--- src/rtl/serial_alu_pkg.sv ---
// Shared encodings for the bit-serial ALU: operation codes and controller states.
// Used by the RTL and the testbench so both agree on the numeric encodings.
package serial_alu_pkg;

  typedef enum logic [1:0] {
    OP_AND = 2'b00,
    OP_OR  = 2'b01,
    OP_ADD = 2'b10,
    OP_SUB = 2'b11
  } op_e;

  typedef enum logic [1:0] {
    ST_IDLE = 2'b00,
    ST_RUN  = 2'b01,
    ST_DONE = 2'b10
  } state_e;

  // ADD and SUB carry a value between bit cycles; the logic ops do not.
  function automatic logic isArith(input op_e opSel);
    return (opSel == OP_ADD) || (opSel == OP_SUB);
  endfunction

endpackage

--- src/rtl/alu_bit.sv ---
// One-bit combinational ALU cell. For subtraction the caller supplies the
// inverted B bit, so the cell only ever needs to add.
module alu_bit
  import serial_alu_pkg::*;
(
  input  logic       a,
  input  logic       b,
  input  logic       cin,
  input  logic [1:0] op,
  output logic       out,
  output logic       cout
);

  always_comb begin
    out  = 1'b0;
    cout = 1'b0;
    case (op_e'(op))
      OP_AND: out = a & b;
      OP_OR:  out = a | b;
      default: begin
        out  = a ^ b ^ cin;
        cout = (a & b) | (cin & (a ^ b));
      end
    endcase
  end

endmodule

--- src/rtl/serial_alu.sv ---
// Bit-serial ALU: operands are shifted LSB first through a single alu_bit cell,
// one bit per clock; result, carry and zero update together on the final bit.
module serial_alu
  import serial_alu_pkg::*;
#(
  parameter int WIDTH = 8
) (
  input  logic             clk,
  input  logic             reset,
  input  logic             start,
  input  logic [1:0]       op,
  input  logic [WIDTH-1:0] a,
  input  logic [WIDTH-1:0] b,
  output logic             busy,
  output logic             done,
  output logic [WIDTH-1:0] result,
  output logic             carry,
  output logic             zero
);

  localparam int CW = $clog2(WIDTH + 1);
  localparam logic [CW-1:0] LAST_BIT = CW'(WIDTH - 1);

  state_e           state_q, state_d;
  op_e              op_q, op_d;
  logic [WIDTH-1:0] opA_q, opA_d;
  logic [WIDTH-1:0] opB_q, opB_d;
  logic [WIDTH-1:0] resSh_q, resSh_d;
  logic [CW-1:0]    cnt_q, cnt_d;
  logic             cy_q, cy_d;
  logic [WIDTH-1:0] result_q, result_d;
  logic             carry_q, carry_d;
  logic             zero_q, zero_d;

  logic cellB;
  logic cellOut;
  logic cellCout;

  // Subtraction is a + ~b + 1: invert B here and preload the carry with 1.
  assign cellB = (op_q == OP_SUB) ? ~opB_q[0] : opB_q[0];

  alu_bit uCell (
    .a    (opA_q[0]),
    .b    (cellB),
    .cin  (cy_q),
    .op   (op_q),
    .out  (cellOut),
    .cout (cellCout)
  );

  always_comb begin
    state_d  = state_q;
    op_d     = op_q;
    opA_d    = opA_q;
    opB_d    = opB_q;
    resSh_d  = resSh_q;
    cnt_d    = cnt_q;
    cy_d     = cy_q;
    result_d = result_q;
    carry_d  = carry_q;
    zero_d   = zero_q;

    case (state_q)
      ST_RUN: begin
        opA_d   = opA_q >> 1;
        opB_d   = opB_q >> 1;
        resSh_d = {cellOut, resSh_q[WIDTH-1:1]};
        cy_d    = isArith(op_q) ? cellCout : 1'b0;
        cnt_d   = cnt_q + CW'(1);
        if (cnt_q == LAST_BIT) begin
          state_d  = ST_DONE;
          result_d = resSh_d;
          carry_d  = cy_d;
          zero_d   = (resSh_d == '0);
        end
      end
      // IDLE and DONE both accept a new request; otherwise fall back to IDLE.
      default: begin
        if (start) begin
          state_d = ST_RUN;
          op_d    = op_e'(op);
          opA_d   = a;
          opB_d   = b;
          cnt_d   = '0;
          cy_d    = (op_e'(op) == OP_SUB);
        end else begin
          state_d = ST_IDLE;
        end
      end
    endcase
  end

  always_ff @(posedge clk or posedge reset) begin
    if (reset) begin
      state_q  <= ST_IDLE;
      op_q     <= OP_AND;
      opA_q    <= '0;
      opB_q    <= '0;
      resSh_q  <= '0;
      cnt_q    <= '0;
      cy_q     <= 1'b0;
      result_q <= '0;
      carry_q  <= 1'b0;
      zero_q   <= 1'b0;
    end else begin
      state_q  <= state_d;
      op_q     <= op_d;
      opA_q    <= opA_d;
      opB_q    <= opB_d;
      resSh_q  <= resSh_d;
      cnt_q    <= cnt_d;
      cy_q     <= cy_d;
      result_q <= result_d;
      carry_q  <= carry_d;
      zero_q   <= zero_d;
    end
  end

  assign busy   = (state_q == ST_RUN);
  assign done   = (state_q == ST_DONE);
  assign result = result_q;
  assign carry  = carry_q;
  assign zero   = zero_q;

endmodule

--- config.mk ---
export PLATFORM = sky130hd
export DESIGN_NAME = serial_alu
export DESIGN_NICKNAME = d
export VERILOG_FILES = /design/src/rtl/serial_alu_pkg.sv /design/src/rtl/alu_bit.sv /design/src/rtl/serial_alu.sv
export SDC_FILE = /design/constraint.sdc
export NUM_CORES = 1
export LEC_CHECK = 0
export CAP_MARGIN = 40
export CORE_UTILIZATION = 34
export DETAILED_ROUTE_END_ITERATION = 12
export GPL_ROUTABILITY_DRIVEN = 1
export HOLD_SLACK_MARGIN = 0.02
export PLACE_DENSITY = 0.65
export SLEW_MARGIN = 30
export SYNTH_ARGS = -nofsm -noshare
export SYNTH_HDL_FRONTEND = slang
export SYNTH_SLANG_ARGS = --single-unit
--- constraint.sdc ---
create_clock -name clk -period 3.05 [get_ports clk]
set_input_delay 0.61 -clock clk [delete_from_list [all_inputs] [get_ports clk]]
set_output_delay 0.61 -clock clk [all_outputs]
set_load 0.01 [all_outputs]
==> results of run 1 <==
flip-flops by register name, summed over array words and instances, names as in the netlist:
name / cells
resSh_q: 7
result: 8
cnt_q: 4
state_q: 2
carry: 1
cy_q: 1
op_q: 2
opB_q: 8
zero: 1
opA_q: 8
logic make-up (layout without fill, tap and decap cells):
logic type,count (synthesis),after routing,synth area share [%]
compound gates,22,22,6.065
xor+xnor,1,1,0.4615
fa+ha+maj,4,4,3.033
buf+inv,15,51,3.757
flops,42,42,55.37
mux,31,31,18.59
simple gates,55,55,12.72
worst paths after layout:
| check | from | endpoint | slack, ns | cells after the start |
|---|---|---|---|---|
| worst max-delay path | state_q[1] | busy | 1.02 | 3 |
| worst min-delay path | opA_q[5] | opA_q[4] | 0.48 | 2 |
| worst max register to register | op_q[1] | resSh_q[7] | 1.20 | 7 |
| worst min register to register | opA_q[5] | opA_q[4] | 0.48 | 2 |
| max in group asynchronous | reset | result[4] | 1.95 | 3 |
| min in group asynchronous | reset | opB_q[7] | 0.75 | 3 |
stage by stage:
| step | area (sq um) | cells |
|---|---|---|
| floorplan | 1898 | 170 |
| global placement | 2291 | 268 |
| detailed placement | 2291 | 268 |
| CTS | 2382 | 276 |
| global route | 2382 | 276 |
| finish | 2382 | 276 |
power by group:
part           leakage [nW]  switching [mW]  total, mW  internal [mW]
Clock                0.0482           0.180      0.363          0.183
Sequential            0.536           0.158      0.944          0.786
Combinational         0.536           0.442      0.912          0.470
worst max-delay path: cells and delay by family, from the launching register on:
| family | cells | cell delay (ns) |
|---|---|---|
| flip-flops | 1 | 0.38 |
| buffers and inverters | 2 | 0.59 |
| AND/OR/NAND/NOR | 1 | 0.17 |
layer usage:
metal,global-route usage (%),vias up,wire (um)
met5,0,-,0
met4,6.346,0,77
met3,3.810,5,118
met2,19.29,21,1547
met1,17.27,590,1709
li1,-,635,-
layout make-up:
| type | count | area, sq um | share of cell area [%] |
|---|---|---|---|
| Timing Repair Buffer | 36 | 350.3 | 14.71 |
| Tap cell | 70 | 87.58 | 3.676 |
| Clock buffer | 7 | 86.33 | 3.624 |
| Inverter | 7 | 26.28 | 1.103 |
| Sequential cell | 42 | 1051 | 44.12 |
| Clock inverter | 1 | 5.005 | 0.2101 |
| Multi-Input combinational cell | 113 | 775.7 | 32.56 |
cell usage in the layout (no fill, tap or decap):
cell type        synthesis  layout
dfrtp_1                 42      42
nand2_1                 39      39
clkdlybuf4s50_1          0      32
mux2i_1                 18      18
o21ai_0                 16      16
mux2_4                   7       7
inv_1                    6       6
mux2_2                   6       6
clkbuf_8                 0       6
nor2_1                   4       4
buf_4                    0       4
a21oi_1                  3       3
ha_1                     3       3
and2_1                   2       2
o22ai_1                  2       2
nand3_1                  2       2
nand2b_1                 1       1
inv_2                    1       1
and4bb_1                 1       1
and2_4                   1       1
o31ai_1                  1       1
nor4_1                   1       1
nor3_1                   1       1
nand4_1                  1       1
and3_1                   1       1
xnor2_1                  1       1
nor2b_1                  1       1
fa_1                     1       1
clkinv_2                 0       1
clkbuf_1                 1       1
==> flow_summary.toml, run 1 <==
[logic_synthesis]
ys_top_cells_by_count = "dfrtp_1, nand2_1, mux2i_1, o21ai_0, mux2_4"
yosys-top-cells-area = "dfrtp_1, mux2i_1, nand2_1, mux2_4, o21ai_0"
yosys_most_used_dff = "dfrtp_1"
ys_warn_count = 0
synth.distinct_cells = 28
yosysMostFrequentCell = "dfrtp_1"
synth_cells = 170
netlist.area_leader.share_pct = 55.37
synth_edf_count = 0
yosysTopAreaCell = "dfrtp_1"
async_flop_share_pct = 100.0
syn_avg_cell_area_sq_um = 11.17
netlist_area_sq_mm = 0.001898
ys_seq_elements = 42
synth_fp_nets = 195
ys_seq_area_share_pct = 55.37

[critical_path]
cp-end-kind = "primary output"
startpoint_type = "flip-flop"
cpPeakStageDelay_ns = 0.52
cp_cell_sequence = "nand2b_1 -> inv_2 -> clkdlybuf4s50_1"
cp_slowest_cell = "clkdlybuf4s50_1"
worstPathArrival_ns = 1.42
required_ns = 2.44
cp_max_fo = 3
critical_path_class = "reg -> out"

[clock_network]
hold_buffers = 0
post_cts_buffers = 0
cts_buffers = 5
cts_resized = 0
clk_latency_ns = 0.29
cts_buffer_depth = 2
cts_htree_levels = 2
cts_root_buf = "clkbuf_8"
clk_pin_slew_ns = 0.08
clock_sinks = 42
cts_tree = "done"

[run_status]
status = "finished, final reports clean"

[die]
core_area_sq_mm = 0.005238
start_util_pct = 36.24
die_h_um = 76.72
die_x_um = 76.72
ios = 33
die_area_sq_mm = 0.005885
row_count = 26

[cells_and_area]
drive_gt1_share_pct = 12.62
fill_cells = 496
final_util_pct = 45.48
fin_nets = 230
antenna_cells = 0
area_growth_pct = 25.51

[power_and_ir_drop]
p_leak_nw = 1.120
p_per_area_mw_per_mm2 = 931.4
total_power_mw = 2.219
vdd_drop_max_mv = 0.3754

[sta]
finalSetupViolCount = 0
setup-tns-final_ns = 0
timing.final.crit_share_pct = 66.68
skew_ns = 0.005761
worst_slew_pin_slew_ns = 0.5206
fmax_mhz = 491.7
finalCriticalPeriod_ns = 2.034
fin_hold_ws_ns = 0.4779
slew_violations = 0
rsz0062_at_grt = "false"
postLayoutSetupSlackWorst_ns = 1.016
hold_violations = 0
slew_headroom_pct = 65.29

[global_routing]
grt_overflow = 0
track_usage_pct = 13.00
grt_pass1_wl_mm = 5.940
grt_max_degree = 43
grt_pass1_vias = 1289
grt_antenna_before_repair = 0

[run]
cap_violations = 0

[detailed_routing]
vias = 1251
remaining_drc_errors = 0
avgViaCountPerCell = 4.533
postRouteWirelength_mm = 3.452
dr.pass1.iters = 4
wl_per_cell_um = 12.51
ant_nets = 0
drtIter0Drc = 85

[place]
io_buffers = 32
preCtsSetupSlack_ns = 0.8887
hpwl_mm = 2.328
place_congestion = 0.7091

[hold_path]
min_path_type = "reg -> reg"
Note: power is estimated with default switching activity, not from simulation.
==> run 2, diff against run 1 <==
==> constraint.sdc (replaced) <==
create_clock -name clk -period 1.95 [get_ports clk]
set_input_delay 0.39 -clock clk [delete_from_list [all_inputs] [get_ports clk]]
set_output_delay 0.39 -clock clk [all_outputs]
set_load 0.01 [all_outputs]
==> run 2 against run 1 <==
Net effect:
- total power up 56%
- global-route usage about the same
- combinational power up 56%
- sequential share of layout area down 0.46 points
- die area unchanged
- critical path depth unchanged
- flip-flop and latch count unchanged
- largest cell class unchanged
==> flow_summary.toml, run 2 (synthesis gave the netlist of run 1 again) <==
[sta]
setup-tns-final_ns = 0
rsz0062_at_grt = "false"
slew_headroom_pct = 74.83
worst_slew_pin_slew_ns = 0.3775
slew_violations = 0
timing.final.crit_share_pct = 92.84
finalCriticalPeriod_ns = 1.810
fmax_mhz = 552.3
finalSetupViolCount = 0
skew_ns = 0.006930
hold_violations = 0

[global_routing]
grt_pass1_vias = 1278
track_usage_pct = 13.04
grt_overflow = 0
grt_pass1_wl_mm = 5.940
grt_max_degree = 43
grt_antenna_before_repair = 0

[critical_path]
cp_cell_sequence = "nand2b_1 -> inv_2 -> clkdlybuf4s50_1"
startpoint_type = "flip-flop"
cpLargestDelayFamily = "buffers and inverters"
worstRegToRegCells = 7
cp-end-kind = "primary output"
rr_endpoint = "zero"
worstPathArrival_ns = 1.42
regToRegSetupSlack_ns = 0.19
worstReg2RegStart = "op_q[1]"
cp.buffers_inverters = 2
cp_max_fo = 3
cp_slowest_cell = "clkdlybuf4s50_1"
required_ns = 1.56
cpPeakStageDelay_ns = 0.52
startpoint = "state_q[1]"
critical_path_class = "reg -> out"

[cells_and_area]
area_growth_pct = 26.83
antenna_cells = 0
layout_common_cells = "dfrtp_1, nand2_1, clkdlybuf4s50_1, mux2i_1, o21ai_0"
regArea_sq_mm = 0.001051
layout_commonest_cell = "dfrtp_1"
fin_nets = 230
design_area_sq_mm = 0.002407
multi_input_area_sq_um = 775.7
drive_gt1_share_pct = 12.62
fill_cells = 500

[detailed_routing]
remaining_drc_errors = 0
ant_nets = 0
avgViaCountPerCell = 4.601
drtIter0Drc = 86
postRouteWirelength_mm = 3.369
vias = 1270
wl_per_cell_um = 12.21
dr.pass1.iters = 4

[die]
die_x_um = 76.72
core_area_sq_mm = 0.005238
start_util_pct = 36.24
row_count = 26
ios = 33
die_area_sq_mm = 0.005885
die_h_um = 76.72

[place]
place_congestion = 0.7464
io_buffers = 32
place_area_sq_mm = 0.002316
hpwl_mm = 2.304

[clock_network]
cts_resized = 0
clk_latency_ns = 0.29
cts_htree_levels = 2
clock_sinks = 42
clk_pin_slew_ns = 0.08
cts_root_buf = "clkbuf_8"
cts_tree = "done"
cts_buffers = 5
post_cts_buffers = 0
cts_buffer_depth = 2
hold_buffers = 0

[power_and_ir_drop]
p_leak_nw = 1.129
p_per_area_mw_per_mm2 = 1437
vdd_drop_max_mv = 0.5373
total_power_mw = 3.459

[run_status]
status = "finished, final reports clean"

[run]
cap_violations = 0

[hold_path]
min_path_type = "in -> async"
==> run 2: layout make-up <==
type	instances	share of cell area [%]
flip-flops and latches	42	43.66
multi-input cells	113	32.22
repair buffers	36	15.59
well taps	70	3.638
clock buffers	7	3.586
inverters	7	1.091
clock inverters	1	0.2079
==> run 2: report_power, final <==
part           internal (mW)  switching, mW
combinational          0.742          0.677
sequential              1.23          0.244
clock                  0.285          0.281
==> run 2: layer usage <==
metal  vias to the layer above  share of wire (%)  wire length [um]  GRT usage [%]
met1                       605                 48              1629          16.93
met2                        21                 46              1561          20.27
li1                        638                  -                 -              -
met4                         0                1.7                57          5.192
met5                         -                  0                 0              0
met3                         6                3.6               121          3.929
==> run 2: worst max path at each step <==
stage,to,cells after the start
finish,busy,3
global route,zero,7
CTS,busy,3
detailed placement,zero,7
global placement,resSh_q[7],6
floorplan,resSh_q[7],6
==> run 2: worst min-delay path: cells and delay by family <==
family / cells / cell delay, ns
buf+inv: 3 / 0.72
==> run 2: stage by stage <==
stage	std cells	setup WS, ns	utilization (%)	hold WS, ns
after CTS	276	0.1156	45.96	0.4482
after floorplan	170	0.3063	-	0.4492
after global routing	276	0.02685	45.96	0.4768
after detailed placement	268	0.1887	44.22	0.4685
final	276	0.1395	45.96	0.4441
after global placement	268	0.2415	44.22	0.4629
